[src/rtl/auto_player_pkg.sv]
// auto_player_pkg: FSM states, controller outcome codes, sweep constants
// and the rule deciding whether a reported outcome matches the hands.
package auto_player_pkg;

  localparam int NUM_SEEDS = 64;
  localparam int MAX_HITS  = 3;
  localparam int BUST      = 21;

  typedef enum logic [3:0] {
    S_IDLE,
    S_RST_LO,
    S_RST_WAIT,
    S_BEGIN_LO,
    S_BEGIN_GAP,
    S_HIT_LO,
    S_HIT_GAP,
    S_STAND_LO,
    S_SETTLE,
    S_SUM,
    S_CHECK,
    S_NEXT,
    S_DONE
  } state_e;

  typedef enum logic [1:0] {
    OC_NONE   = 2'd0,
    OC_PLAYER = 2'd1,
    OC_HOUSE  = 2'd2,
    OC_PUSH   = 2'd3
  } outcome_e;

  // Both-bust with equal sums is consistent with HOUSE and PUSH alike.
  function automatic logic outcome_ok(
    input logic [5:0] p,
    input logic [5:0] h,
    input outcome_e   oc
  );
    logic pb;
    logic hb;
    pb = p > 6'(BUST);
    hb = h > 6'(BUST);
    case (oc)
      OC_PLAYER: outcome_ok = !pb && (p > h || hb);
      OC_HOUSE:  outcome_ok = pb || (h > p && !hb);
      OC_PUSH:   outcome_ok = (p == h);
      default:   outcome_ok = 1'b0;
    endcase
  endfunction

endpackage

[src/rtl/card_value.sv]
// card_value: maps a 4-bit card code to its blackjack score.
// Ports: card_i (code), score_o (0, 2..11).
module card_value (
  input  logic [3:0] card_i,
  output logic [5:0] score_o
);

  always_comb begin
    score_o = 6'd0;
    if (card_i == 4'd1) begin
      score_o = 6'd11;
    end else if (card_i >= 4'd2 && card_i <= 4'd10) begin
      score_o = {2'b00, card_i};
    end else if (card_i >= 4'd11 && card_i <= 4'd13) begin
      score_o = 6'd10;
    end
  end

endmodule

[src/rtl/auto_player.sv]
// auto_player: sweeps 64 seeds x 0..3 hits against a blackjack controller,
// pressing its active-low buttons and tallying outcome consistency.
// Ports: clk, rst (sync, active-low), start, hands, game_outcome in;
// ctrl_rst_n/ready_n/hit_n/stand_n, seed_out, correct, incorrect,
// busy, done out. Define AUTO_PLAYER_HALT_ON_FAIL_EN to stop at the
// first incorrect game and expose fail_hits.
module auto_player
  import auto_player_pkg::*;
#(
  parameter int PULSE_LEN  = 10,
  parameter int RST_WAIT   = 350,
  parameter int SETTLE_LEN = 50
) (
  input  logic        clk,
  input  logic        rst,
  input  logic        start,
  input  logic [39:0] hands,
  input  logic [1:0]  game_outcome,
  output logic        ctrl_rst_n,
  output logic        ready_n,
  output logic        hit_n,
  output logic        stand_n,
  output logic [5:0]  seed_out,
  output logic [9:0]  correct,
  output logic [9:0]  incorrect,
  output logic        busy,
`ifdef AUTO_PLAYER_HALT_ON_FAIL_EN
  output logic [1:0]  fail_hits,
`endif
  output logic        done
);

  localparam logic [15:0] PL_M1  = 16'(PULSE_LEN - 1);
  localparam logic [15:0] RW_M1  = 16'(RST_WAIT - 1);
  localparam logic [15:0] SL_M1  = 16'(SETTLE_LEN - 1);
  localparam logic [15:0] SUM_M1 = 16'd4;
  localparam logic [5:0]  SEED_L = 6'(NUM_SEEDS - 1);
  localparam logic [1:0]  HITS_L = 2'(MAX_HITS);

  state_e      state_q, state_d;
  logic [15:0] cnt_q, cnt_d;
  logic [5:0]  seed_q, seed_d;
  logic [1:0]  hits_q, hits_d;
  logic [1:0]  hidx_q, hidx_d;
  logic [5:0]  pacc_q, pacc_d;
  logic [5:0]  hacc_q, hacc_d;
  logic [9:0]  cor_q, cor_d;
  logic [9:0]  inc_q, inc_d;
  logic [3:0]  btn_q, btn_d;

  logic [4:0]  boff;
  logic [3:0]  p_card, h_card;
  logic [5:0]  p_score, h_score;
  logic        ok;

  // Nibble i of each hand is selected by the SUM cycle index.
  assign boff   = {cnt_q[2:0], 2'b00};
  assign p_card = 4'(hands[19:0] >> boff);
  assign h_card = 4'(hands[39:20] >> boff);

  card_value u_pval (.card_i(p_card), .score_o(p_score));
  card_value u_hval (.card_i(h_card), .score_o(h_score));

  assign ok = outcome_ok(pacc_q, hacc_q, outcome_e'(game_outcome));

  always_comb begin
    state_d = state_q;
    cnt_d   = cnt_q + 16'd1;
    seed_d  = seed_q;
    hits_d  = hits_q;
    hidx_d  = hidx_q;
    pacc_d  = pacc_q;
    hacc_d  = hacc_q;
    cor_d   = cor_q;
    inc_d   = inc_q;
    btn_d   = 4'hF;
    unique case (state_q)
      S_IDLE, S_DONE: begin
        cnt_d = '0;
        if (start) begin
          state_d = S_RST_LO;
          seed_d  = '0;
          hits_d  = '0;
          cor_d   = '0;
          inc_d   = '0;
        end
      end
      S_RST_LO:
        if (cnt_q == PL_M1) state_d = S_RST_WAIT;
      S_RST_WAIT:
        if (cnt_q == RW_M1) state_d = S_BEGIN_LO;
      S_BEGIN_LO:
        if (cnt_q == PL_M1) state_d = S_BEGIN_GAP;
      S_BEGIN_GAP:
        if (cnt_q == PL_M1) begin
          hidx_d  = '0;
          state_d = (hits_q == 2'd0) ? S_STAND_LO : S_HIT_LO;
        end
      S_HIT_LO:
        if (cnt_q == PL_M1) state_d = S_HIT_GAP;
      S_HIT_GAP:
        if (cnt_q == PL_M1) begin
          if (hidx_q == hits_q - 2'd1) begin
            state_d = S_STAND_LO;
          end else begin
            hidx_d  = hidx_q + 2'd1;
            state_d = S_HIT_LO;
          end
        end
      S_STAND_LO:
        if (cnt_q == PL_M1) state_d = S_SETTLE;
      S_SETTLE:
        if (cnt_q == SL_M1) begin
          pacc_d  = '0;
          hacc_d  = '0;
          state_d = S_SUM;
        end
      S_SUM: begin
        pacc_d = pacc_q + p_score;
        hacc_d = hacc_q + h_score;
        if (cnt_q == SUM_M1) state_d = S_CHECK;
      end
      S_CHECK: begin
        state_d = S_NEXT;
        if (ok) begin
          if (cor_q != 10'h3FF) cor_d = cor_q + 10'd1;
        end else begin
          if (inc_q != 10'h3FF) inc_d = inc_q + 10'd1;
`ifdef AUTO_PLAYER_HALT_ON_FAIL_EN
          state_d = S_DONE;
`endif
        end
      end
      S_NEXT: begin
        state_d = S_RST_LO;
        if (hits_q == HITS_L) begin
          if (seed_q == SEED_L) begin
            state_d = S_DONE;
          end else begin
            hits_d = '0;
            seed_d = seed_q + 6'd1;
          end
        end else begin
          hits_d = hits_q + 2'd1;
        end
      end
      default: state_d = S_IDLE;
    endcase
    if (state_d != state_q) cnt_d = '0;
    // Buttons are registered from the next state so they line up
    // exactly with the state cycles and never glitch.
    unique case (state_d)
      S_RST_LO:   btn_d[3] = 1'b0;
      S_BEGIN_LO: btn_d[2] = 1'b0;
      S_HIT_LO:   btn_d[1] = 1'b0;
      S_STAND_LO: btn_d[0] = 1'b0;
      default:    btn_d    = 4'hF;
    endcase
  end

  always_ff @(posedge clk) begin
    if (!rst) begin
      state_q <= S_IDLE;
      cnt_q   <= '0;
      seed_q  <= '0;
      hits_q  <= '0;
      hidx_q  <= '0;
      pacc_q  <= '0;
      hacc_q  <= '0;
      cor_q   <= '0;
      inc_q   <= '0;
      btn_q   <= 4'hF;
    end else begin
      state_q <= state_d;
      cnt_q   <= cnt_d;
      seed_q  <= seed_d;
      hits_q  <= hits_d;
      hidx_q  <= hidx_d;
      pacc_q  <= pacc_d;
      hacc_q  <= hacc_d;
      cor_q   <= cor_d;
      inc_q   <= inc_d;
      btn_q   <= btn_d;
    end
  end

  assign {ctrl_rst_n, ready_n, hit_n, stand_n} = btn_q;
  assign seed_out  = seed_q;
  assign correct   = cor_q;
  assign incorrect = inc_q;
  assign done      = (state_q == S_DONE);
  assign busy      = (state_q != S_IDLE) && (state_q != S_DONE);
`ifdef AUTO_PLAYER_HALT_ON_FAIL_EN
  assign fail_hits = hits_q;
`endif

endmodule

[config.mk]
export PLATFORM = sky130hd
export DESIGN_NAME = auto_player
export DESIGN_NICKNAME = d
export VERILOG_FILES = /design/src/rtl/auto_player_pkg.sv /design/src/rtl/card_value.sv /design/src/rtl/auto_player.sv
export SDC_FILE = /design/constraint.sdc
export NUM_CORES = 1
export LEC_CHECK = 0
export CORE_ASPECT_RATIO = 0.75
export CORE_MARGIN = 4
export CORE_UTILIZATION = 30
export CTS_CLUSTER_SIZE = 14
export DETAILED_ROUTE_END_ITERATION = 8
export SLEW_MARGIN = 10
export SYNTH_ARGS = -nofsm -noshare
export SYNTH_HDL_FRONTEND = slang
export SYNTH_SLANG_ARGS = --single-unit
[constraint.sdc]
create_clock -name clk -period 5.3 [get_ports clk]
set_input_delay 1.06 -clock clk [delete_from_list [all_inputs] [get_ports clk]]
set_output_delay 1.06 -clock clk [all_outputs]
set_load 0.01 [all_outputs]
* Word-level counts from Yosys, hierarchy flattened
Cells that the tools add are included.
** Storage, ports and cells
- Flip-flop bits (word level) :: 66
- Word-level logic and storage cells :: 153
** Operators by class
- Add/sub/neg operators :: 9
- Magnitude comparators :: 12
- Equality and inequality tests :: 45
- Shift operators :: 2
- Mux-type cells :: 48
- Bitwise gates (word level) :: 1
- Reduce and logical (&&, ||, !) cells :: 26
** Operators with widths (count)
- $mux W4 :: 14
- $mux W10 :: 5
- $mux W6 :: 8
- $pmux W4 S12 :: 1
- $pmux W10 S2 :: 2
- $shr A20 B5 Y4 :: 2
- $pmux W6 S2 :: 3
- $eq A4 B3 Y1 const B :: 6
- $ne A2 B2 Y1 const B :: 11
- $add A10 B1 Y10 const B :: 2
- $eq A4 B4 Y1 const B :: 5
- $ne A10 B10 Y1 const B :: 2
- $add A16 B1 Y16 const B :: 1
- $eq A16 B3 Y1 const B :: 1
- $eq A16 B4 Y1 const B :: 1
- $eq A16 B6 Y1 const B :: 1
- $eq A16 B9 Y1 const B :: 1
- $eq A4 B1 Y1 const B :: 4
- $le A4 B4 Y1 const B :: 4
- $mux W2 :: 8
- $reduce_and A4 Y1 :: 4
- $add A6 B6 Y6 :: 2
- $eq A4 B2 Y1 const B :: 3
- $gt A6 B5 Y1 const B :: 2
- 29 further kinds :: 50

* Longest topological paths before layout
Gate-level depths: netlist (run 1).
- Depth in word-level cells :: 8
- Depth in mapped cells :: 15
- Mapped depth without buffers :: 14

* Modules after synthesis
From an unflattened synthesis (run 1), not the netlist that was laid out.
** Second synthesis, totals
- Cell total of the unflattened synthesis :: 558
- Area total of the unflattened synthesis :: 4377.9 sq um
** Modules (own cells, without submodules)
- auto_player :: times used 1, cells an instance 532, area each 4214.0 sq um, sequential area each 1321.3 sq um
- card_value at u_hval :: times used 1, cells an instance 12, area each 88.8 sq um, sequential area each 0.0 sq um
- card_value at u_pval :: times used 1, cells an instance 14, area each 75.1 sq um, sequential area each 0.0 sq um

* Worst setup path after synthesis (run 1)
No wires, ideal clock.
- Kind :: register -> register
- From :: register cnt_q[0]
- To :: register hacc_q[5]
- Data arrival time :: 3275 ps
- Setup slack :: 1907 ps
- Stages on the path, launching flop included :: 14
- Buffers on the path :: 2
- Cell sequence :: dfxtp_1 > clkbuf_1 > buf_1 > mux4_2 > a22oi_1 > nor2_1 > a211o_1 > ha_1 > a21o_1 > a21oi_1 > nor2b_1 > o211ai_1 > xor2_1 > nor2_1
** Between the ends
- Cells in the longest elaborated chain, start to end :: 8
** RTL lines
- from (decl) :: line auto_player.sv:41 : logic [15:0] cnt_q, cnt_d;
- from (signal assigned) :: line auto_player.sv:175 : cnt_q <= cnt_d;
- $shr A20 B5 Y4 :: line auto_player.sv:59 : assign h_card = 4'(hands[39:20] >> boff);
- $ge A4 B4 Y1 / $le A4 B4 Y1 (equally long branches) :: line card_value.sv:14 : end else if (card_i >= 4'd11 && card_i <= 4'd13) begin
- $logic_and A1 B1 Y1 :: line card_value.sv:14
- $mux W4 :: line card_value.sv:14
- $mux W6 :: line card_value.sv:12 : end else if (card_i >= 4'd2 && card_i <= 4'd10) begin
- $mux W6 :: line card_value.sv:10 : if (card_i == 4'd1) begin
- $add A6 B6 Y6 :: line auto_player.sv:120 : hacc_d = hacc_q + h_score;
- $pmux W6 S2 :: line auto_player.sv:77 : unique case (state_q)
- to (signal assigned) :: line auto_player.sv:169 : hacc_q <= '0;
- to (signal assigned) :: line auto_player.sv:180 : hacc_q <= hacc_d;
- to (decl) :: line auto_player.sv:46 : logic [5:0] hacc_q, hacc_d;
Parallel ways exist; a longest one is shown, timed or not.
A chain may end at the register's enable or synchronous reset.

* Worst setup path after layout (run 1)
- From :: register cnt_q[2]
- To :: register pacc_q[5]
** Between the ends
- Cells in the longest elaborated chain, start to end :: 8
** RTL lines
- $shr A20 B5 Y4 :: line auto_player.sv:58 : assign p_card = 4'(hands[19:0] >> boff);
- $ge A4 B4 Y1 / $le A4 B4 Y1 (equally long branches) :: line card_value.sv:14
- $logic_and A1 B1 Y1 :: line card_value.sv:14
- $mux W4 :: line card_value.sv:14
- $mux W6 :: line card_value.sv:12
- $mux W6 :: line card_value.sv:10
- $add A6 B6 Y6 :: line auto_player.sv:119 : pacc_d = pacc_q + p_score;
- $pmux W6 S2 :: line auto_player.sv:77
- to (signal assigned) :: line auto_player.sv:179 : pacc_q <= pacc_d;
- to (decl) :: line auto_player.sv:45 : logic [5:0] pacc_q, pacc_d;
Parallel ways exist; a longest one is shown, timed or not.

==> metrics.json, run 1 <==
{
  "avgViaCountPerCell": {"value": 5.076},
  "ys_ff_latch": {"value": 66},
  "cap_violations": {"value": 0},
  "finalSetupViolCount": {"value": 0},
  "end_kind": {"value": "flip-flop"},
  "initial_utilization": {"value": 31.13, "unit": "%"},
  "ir_drop": {"value": 213.6, "unit": "µV"},
  "most_repeated_cell_in_the_gate_level_netlist_after_synthesis": {"value": "sky130_fd_sc_hd__dfxtp_1"},
  "drc": {"value": 0},
  "avgSynthCellArea": {"value": 8.139, "unit": "µm²"},
  "placed_cell_area": {"value": 5009, "unit": "µm²"},
  "synth_area": {"value": 4094, "unit": "µm²"},
  "synth.cells.most_frequent": {"value": "66 x sky130_fd_sc_hd__dfxtp_1, 63 x sky130_fd_sc_hd__nor2_1, 48 x sky130_fd_sc_hd__nand2_1"},
  "yosys_most_used_dff": {"value": "sky130_fd_sc_hd__dfxtp_1"},
  "die-height": {"value": 109.2, "unit": "µm"},
  "post_cts_resize_count": {"value": 0},
  "critical_path_start": {"value": "cnt_q[2]"},
  "synth_enable_flop_cells": {"value": 0},
  "max_slew_margin": {"value": 31.36, "unit": "%"},
  "synth_sequential_area_ratio": {"value": 32.27, "unit": "%"},
  "buffers_inserted_during_post_cts_setup_optimization": {"value": 0},
  "place.detailed.hpwl": {"value": 8095, "unit": "µm"},
  "grt_use_met1": {"value": 18.17, "unit": "%"},
  "cts_tree": {"value": "built"},
  "global_route.overflow_total": {"value": 0},
  "firstDrtPassIters": {"value": 4},
  "clk_pin_slew": {"value": 50, "unit": "ps"},
  "timing.fmax": {"value": 268.0, "unit": "MHz"},
  "routed_wirelength": {"value": 10530, "unit": "µm"},
  "clock-root-buffer": {"value": "sky130_fd_sc_hd__clkbuf_16"},
  "timing_max_transition_violations_final": {"value": 0},
  "synth.lib_cells_used.distinct": {"value": 57},
  "synth_largest_type_area_fraction": {"value": 32.27, "unit": "%"},
  "top_post_synthesis_cells_by_area": {"value": "sky130_fd_sc_hd__dfxtp_1 32%, sky130_fd_sc_hd__ha_1 6.7%, sky130_fd_sc_hd__nor2_1 5.8%, sky130_fd_sc_hd__mux4_2 4.4%, sky130_fd_sc_hd__nand2_1 4.4%"},
  "critPathRequiredTime": {"value": 5510, "unit": "ps"},
  "layout-drive-gt1-share": {"value": 7.427, "unit": "%"},
  "postSynthNetCount": {"value": 572},
  "use_met2": {"value": 22.65, "unit": "%"},
  "antenna-diode-count": {"value": 0},
  "worstMarginPinSlew": {"value": 1001, "unit": "ps"},
  "cts_buffer_depth": {"value": 2},
  "globalplace.congestion": {"value": 0.8820},
  "grt_antenna_before_repair": {"value": 0},
  "rsz0062_at_grt": {"value": "false"},
  "regArea": {"value": 1321, "unit": "µm²"},
  "post_synthesis_cells": {"value": 503},
  "layout.cells.non_filler": {"value": 750},
  "cts_inserted_buffers": {"value": 9},
  "final.fill_count": {"value": 1310},
  "pin_count_of_the_biggest_net_entering_global_routing": {"value": 20},
  "cp_max_fo": {"value": 10},
  "worst_hold_startpoint": {"value": "hacc_q[0]"},
  "clock_skew": {"value": 5.951, "unit": "ps"},
  "boundaryPins": {"value": 77},
  "worst_ep_arrival_time": {"value": 3950, "unit": "ps"},
  "wire_per_inst": {"value": 14.05, "unit": "µm"},
  "area_used_by_multi_input_combinational_logic": {"value": 2615, "unit": "µm²"},
  "dr.first_iter.drc_count": {"value": 240},
  "synth-warning-count": {"value": 0},
  "insertion_delay": {"value": 330, "unit": "ps"},
  "layout.core_utilization": {"value": 40.76, "unit": "%"},
  "hold_buffers": {"value": 0},
  "final_standard_cell_area_without_fillers": {"value": 5361, "unit": "µm²"},
  "flow.area_growth_from_synthesis": {"value": 30.96, "unit": "%"},
  "yosys.area.top_type": {"value": "sky130_fd_sc_hd__dfxtp_1"},
  "worstSetupPathType": {"value": "flip-flop to flip-flop"},
  "startpoint_type": {"value": "flip-flop"},
  "use_met3": {"value": 3.200, "unit": "%"},
  "grt_busiest_layer": {"value": "met2"},
  "period_minus_slack": {"value": 3732, "unit": "ps"},
  "place.detailed.instances": {"value": 734},
  "ys_async_sr_fraction": {"value": 0, "unit": "%"},
  "htree_levels": {"value": 3},
  "final_number_of_hold_violating_endpoints": {"value": 0},
  "chipWidth": {"value": 142.9, "unit": "µm"},
  "grt_pass1_wl": {"value": 17760, "unit": "µm"},
  "holdWs": {"value": 497.1, "unit": "ps"},
  "status": {"value": "complete, no violations"},
  "p_leak": {"value": 1.924, "unit": "nW"},
  "detail-route-antenna-nets": {"value": 0},
  "clkSinkCount": {"value": 66},
  "via_count_of_the_first_global_routing_pass": {"value": 3754},
  "design.die.area": {"value": 15600, "unit": "µm²"},
  "finalCritPeriodShare": {"value": 70.41, "unit": "%"},
  "finish.net_count": {"value": 643},
  "numPortBuffers": {"value": 76},
  "number_of_placement_rows": {"value": 36},
  "final.setup.tns": {"value": 0, "unit": "ps"},
  "worst_r2r_src": {"value": "cnt_q[2]"},
  "worst_min_path_class": {"value": "flip-flop to flip-flop"},
  "track_usage": {"value": 13.89, "unit": "%"},
  "via_count": {"value": 3807},
  "power.density": {"value": 245.8, "unit": "nW/µm²"},
  "fp.coreArea": {"value": 13150, "unit": "µm²"}
}
[layout make-up]
| class | count | area share [%] |
|---|---|---|
| multi-input cells | 397 | 48.77 |
| repair buffers | 78 | 14.47 |
| clock buffers | 10 | 4.457 |
| inverters | 22 | 1.540 |
| well taps | 171 | 3.991 |
| clock inverters | 6 | 2.124 |
| flip-flops and latches | 66 | 24.64 |
[path summary, 6_finish.rpt]
check / endpoint / slack (ps) / cells past startpoint
worst min-delay path: hacc_q[0] / 500 / 2
worst max register to register: pacc_q[5] / 1570 / 14
worst min register to register: hacc_q[0] / 500 / 2
worst max-delay path: pacc_q[5] / 1570 / 14
[layer usage]
metal  routed length [µm]  up-vias
met1                 5134     1808
met2                 4950       50
met3                  288       12
li1                     -     1937
met5                    0        -
met4                  160        0
[worst max-delay path: stages, from the launching register on]
cell and delay (ps):
sky130_fd_sc_hd__dfxtp_1 470, sky130_fd_sc_hd__clkinv_1 340, sky130_fd_sc_hd__nor3_1 780, sky130_fd_sc_hd__a22oi_1 310, sky130_fd_sc_hd__inv_1 150, sky130_fd_sc_hd__nand2_1 60
sky130_fd_sc_hd__mux2_2 280, sky130_fd_sc_hd__o21ai_0 90, sky130_fd_sc_hd__ha_1 260, sky130_fd_sc_hd__a21o_1 150, sky130_fd_sc_hd__a21oi_1 240, sky130_fd_sc_hd__nor2b_1 80
sky130_fd_sc_hd__o211ai_1 190, sky130_fd_sc_hd__xnor2_1 140, sky130_fd_sc_hd__nor2_1 50
[registers in the layout, indices dropped and copies added, names as in the netlist, 4 cells and up]
register	flops
cnt_q	16
correct	10
incorrect	10
hacc_q	6
pacc_q	6
seed_out	6
btn_q	4
state_q	4
[per-stage QoR]
step | worst slack [ps] | total power [W]
floorplan | 1907 | 0.0005758
global placement | 1366 | 0.0006253
detailed placement | 1331 | 0.0006282
CTS | 1600 | 0.001328
global route | 1205 | 0.001361
finish | 1568 | 0.001318
[kinds of logic (layout without fill, tap and decap cells)]
logic type,count (synthesis),in the layout,synth area share [%]
multiplexers,12,12,5.532
flip-flops,66,66,32.27
AO/OA/AOI/OAI,103,103,16.08
XOR/XNOR,36,36,7.702
buffers and inverters,40,116,3.851
adder cells (fa/ha/maj),24,24,7.702
AND/OR/NAND/NOR,222,222,26.86
[placed cells by master (no fill, tap or decap), types with 16 or more instances in the layout]
| cell type | count |
|---|---|
| sky130_fd_sc_hd__o21ai_0 | 29 |
| sky130_fd_sc_hd__xnor2_1 | 16 |
| sky130_fd_sc_hd__nand3_1 | 31 |
| sky130_fd_sc_hd__dfxtp_1 | 66 |
| sky130_fd_sc_hd__inv_1 | 20 |
| sky130_fd_sc_hd__a21oi_1 | 23 |
| sky130_fd_sc_hd__nand2_1 | 48 |
| sky130_fd_sc_hd__nor2_1 | 63 |
| sky130_fd_sc_hd__clkdlybuf4s50_1 | 76 |
| sky130_fd_sc_hd__ha_1 | 22 |
| sky130_fd_sc_hd__xor2_1 | 20 |
[power breakdown]
part,switching [W],internal [W],total (W)
sequential,0.00000669,0.000499,0.000505
combinational,0.0000506,0.0000622,0.000113
clock,0.000227,0.000473,0.000700
No activity file was read; power rests on OpenSTA's default activity.
==> run 2: changes to the inputs <==
==> constraint.sdc (replaced) <==
create_clock -name clk -period 3.1 [get_ports clk]
set_input_delay 0.62 -clock clk [delete_from_list [all_inputs] [get_ports clk]]
set_output_delay 0.62 -clock clk [all_outputs]
set_load 0.01 [all_outputs]
==> metrics.json, run 2 (synthesis results as in run 1) <==
{
  "status": {"value": "complete, no violations"},
  "finalSetupViolCount": {"value": 0, "change": "unchanged"},
  "regMostFlops": {"value": "cnt_q"},
  "power.density": {"value": 414.2, "unit": "nW/µm²", "change": "+68%"},
  "worstMarginPinSlew": {"value": 689.4, "unit": "ps", "change": "-311.6 ps"},
  "use_met2": {"value": 23.69, "unit": "%", "change": "+1.0 points"},
  "critical_path_cell_count": {"value": 13, "change": "-1"},
  "clk_pin_slew": {"value": 50, "unit": "ps", "change": "about the same"},
  "layout-drive-gt1-share": {"value": 14.00, "unit": "%", "change": "+6.6 points"},
  "final_number_of_hold_violating_endpoints": {"value": 0, "change": "unchanged"},
  "placed_cell_area": {"value": 5201, "unit": "µm²", "change": "+3.8%"},
  "cp_max_fo": {"value": 4, "change": "-6"},
  "max_slew_margin": {"value": 53.62, "unit": "%", "change": "+22 points"},
  "boundaryPins": {"value": 77, "change": "unchanged"},
  "grt_antenna_before_repair": {"value": 0, "change": "unchanged"},
  "grt_pass1_wl": {"value": 18230, "unit": "µm", "change": "+2.6%"},
  "place.detailed.hpwl": {"value": 8320, "unit": "µm", "change": "+2.8%"},
  "pin_count_of_the_biggest_net_entering_global_routing": {"value": 17, "change": "-15%"},
  "worstSetupPathType": {"value": "input pin to flip-flop"},
  "timing_max_transition_violations_final": {"value": 0, "change": "unchanged"},
  "cp_slowest_stage_delay": {"value": 470, "unit": "ps", "change": "-310 ps"},
  "flow.area_growth_from_synthesis": {"value": 37.99, "unit": "%"},
  "routed_wirelength": {"value": 10850, "unit": "µm", "change": "+3.0%"},
  "number_of_placement_rows": {"value": 36, "change": "unchanged"},
  "p_leak": {"value": 2.075, "unit": "nW", "change": "+7.8%"},
  "insertion_delay": {"value": 330, "unit": "ps", "change": "about the same"},
  "period_minus_slack": {"value": 2971, "unit": "ps"},
  "globalplace.congestion": {"value": 0.8227, "change": "-6.7%"},
  "design.die.area": {"value": 15600, "unit": "µm²", "change": "unchanged"},
  "finalCritPeriodShare": {"value": 95.82, "unit": "%"},
  "regArea": {"value": 1323, "unit": "µm²", "change": "about the same"},
  "cts_inserted_buffers": {"value": 9, "change": "unchanged"},
  "share_comb_of_total_power": {"value": 9.8, "unit": "%", "change": "+1.2 points"},
  "internal_power": {"value": 0.001867, "unit": "W", "change": "+81%"},
  "sw_frac_of_total": {"value": 20.21, "unit": "%", "change": "-1.4 points"},
  "detail-route-antenna-nets": {"value": 0, "change": "unchanged"},
  "ir_drop": {"value": 256.8, "unit": "µV", "change": "+20%"},
  "wire_per_inst": {"value": 13.94, "unit": "µm", "change": "-0.75%"},
  "drc": {"value": 0, "change": "unchanged"},
  "area_used_by_multi_input_combinational_logic": {"value": 2676, "unit": "µm²", "change": "+2.3%"},
  "grt_use_met1": {"value": 18.65, "unit": "%", "change": "+0.48 points"},
  "global_route.overflow_total": {"value": 0, "change": "unchanged"},
  "cts_tree": {"value": "built"},
  "switching_power": {"value": 0.0004730, "unit": "W", "change": "+66%"},
  "htree_levels": {"value": 3, "change": "unchanged"},
  "r2r_cells": {"value": 12, "change": "-2"},
  "timing.critical_path.cells": {"value": "clkdlybuf4s50_1, mux4_2, a22oi_2, buf_4, nor2_1, a211o_1, ha_1, a21o_1, a21oi_2, nor2b_1, o211ai_1, xor2_1, nor2_1"},
  "cap_violations": {"value": 0, "change": "unchanged"},
  "fp.coreArea": {"value": 13150, "unit": "µm²", "change": "unchanged"},
  "power_frac_seq": {"value": 36.7, "unit": "%", "change": "-1.6 points"},
  "critPathRequiredTime": {"value": 3320, "unit": "ps", "change": "-2190 ps"},
  "cts_buffer_depth": {"value": 2, "change": "unchanged"},
  "use_met3": {"value": 3.507, "unit": "%", "change": "+0.31 points"},
  "final.fill_count": {"value": 1298, "change": "-0.92%"},
  "numPortBuffers": {"value": 76, "change": "unchanged"},
  "path_buf_inv": {"value": 2, "change": "unchanged"},
  "worst_ep_arrival_time": {"value": 3190, "unit": "ps", "change": "-760 ps"},
  "die-height": {"value": 109.2, "unit": "µm", "change": "unchanged"},
  "via_count": {"value": 3900, "change": "+2.4%"},
  "clock-root-buffer": {"value": "sky130_fd_sc_hd__clkbuf_16"},
  "timing.critical_path.max_delay_family": {"value": "compound AO/OA/AOI/OAI gates"},
  "antenna-diode-count": {"value": 0, "change": "unchanged"},
  "clock_skew": {"value": 3.273, "unit": "ps", "change": "-2.678 ps"},
  "startpoint_type": {"value": "input pin"},
  "cpMaxStageDelayCell": {"value": "sky130_fd_sc_hd__mux4_2"},
  "via_count_of_the_first_global_routing_pass": {"value": 3887, "change": "+3.5%"},
  "critical_path.most_common_cell": {"value": "sky130_fd_sc_hd__nor2_1"},
  "end_kind": {"value": "flip-flop"},
  "initial_utilization": {"value": 31.13, "unit": "%", "change": "unchanged"},
  "dr.first_iter.drc_count": {"value": 236, "change": "-1.7%"},
  "final_common_cell": {"value": "sky130_fd_sc_hd__clkdlybuf4s50_1"},
  "top_library_cells_by_usage_in_the_layout_fill_and_taps_aside": {"value": "76 x sky130_fd_sc_hd__clkdlybuf4s50_1, 65 x sky130_fd_sc_hd__dfxtp_1, 63 x sky130_fd_sc_hd__nor2_1"},
  "track_usage": {"value": 14.32, "unit": "%", "change": "+0.43 points"},
  "grt_busiest_layer": {"value": "met2"},
  "timing.fmax": {"value": 336.6, "unit": "MHz"},
  "final_standard_cell_area_without_fillers": {"value": 5649, "unit": "µm²", "change": "+5.4%"},
  "largest_register_ffs": {"value": 16, "change": "unchanged"},
  "finish.net_count": {"value": 671, "change": "+4.4%"},
  "chipWidth": {"value": 142.9, "unit": "µm", "change": "unchanged"},
  "post-layout-total-power": {"value": 0.002340, "unit": "W", "change": "+78%"},
  "share_clk_of_total_power": {"value": 53.6, "unit": "%", "change": "+0.5 points"},
  "clkSinkCount": {"value": 66, "change": "unchanged"},
  "worst_min_path_class": {"value": "flip-flop to flip-flop"},
  "firstDrtPassIters": {"value": 4, "change": "unchanged"},
  "avgViaCountPerCell": {"value": 5.013, "change": "-1.2%"},
  "hold_depth": {"value": 2, "change": "unchanged"}
}
run 2: cell types whose count changed in the layout (fill, tap and decap cells not counted), moves of 2 or more:
cell,before,now
sky130_fd_sc_hd__o21ai_0,29,27
sky130_fd_sc_hd__buf_4,2,30
sky130_fd_sc_hd__a21oi_1,23,19
sky130_fd_sc_hd__a22oi_2,0,5
sky130_fd_sc_hd__a22oi_1,6,1
sky130_fd_sc_hd__clkinvlp_4,2,0
sky130_fd_sc_hd__a21oi_2,0,4
run 2: path summary, 6_finish.rpt:
| path | startpoint | end | slack [ps] |
|---|---|---|---|
| max | hands[33] | hacc_q[5] | 130 |
| min reg2reg | hacc_q[0] | hacc_q[0] | 500 |
| max reg2reg | cnt_q[0] | pacc_q[5] | 250 |
| min | hacc_q[0] | hacc_q[0] | 500 |
run 2: layer usage:
layer	vias up	routed length (µm)
li1	1995	-
met1	1823	5144
met2	70	5107
met3	12	444
met4	0	148
met5	-	0
run 2: power by group through the flow:
stage                     registers [W]  logic [W]  clock network, W
after floorplan                0.000876   0.000110                 0
after global placement         0.000876   0.000212                 0
after detailed placement       0.000876   0.000218                 0
after CTS                      0.000858   0.000221           0.00128
after global routing           0.000858   0.000250           0.00132
final                          0.000858   0.000229           0.00125
run 2: layout make-up:
type / instances / area share [%]
well taps: 171 / 3.787
flip-flops and latches: 66 / 23.41
inverters: 22 / 1.462
repair buffers: 106 / 17.45
clock buffers: 11 / 4.297
clock inverters: 5 / 2.215
multi-input cells: 397 / 47.38
run 2: what timing repair did:
item / 4_1_cts / 5_1_grt
gates resized for setup: 2 / 15
pin swaps: 0 / 6
setup buffers: 0 / 3
hold buffers: 0 / 0
hold endpoints to repair: 0 / 0
setup endpoints to repair: 5 / 7
run 2: per-stage QoR:
step                      cells  hold slack, ps  setup WS, ps  utilization (%)  TNS (ps)
after floorplan             503           465.1         47.58                -         0
after global placement      759           486.1        -246.9            39.55     -1234
after detailed placement    759           503.1        -338.0            39.55     -2082
after CTS                   775           511.6         8.106            42.40         0
after global routing        778           544.8        -20.22            42.95    -25.85
final                       778           503.0         129.5            42.95         0
run 2: worst min-delay path, cell delays in order (launching register included):
cell and delay (ps):
sky130_fd_sc_hd__dfxtp_1 330, sky130_fd_sc_hd__nand3_1 70, sky130_fd_sc_hd__a21oi_1 60
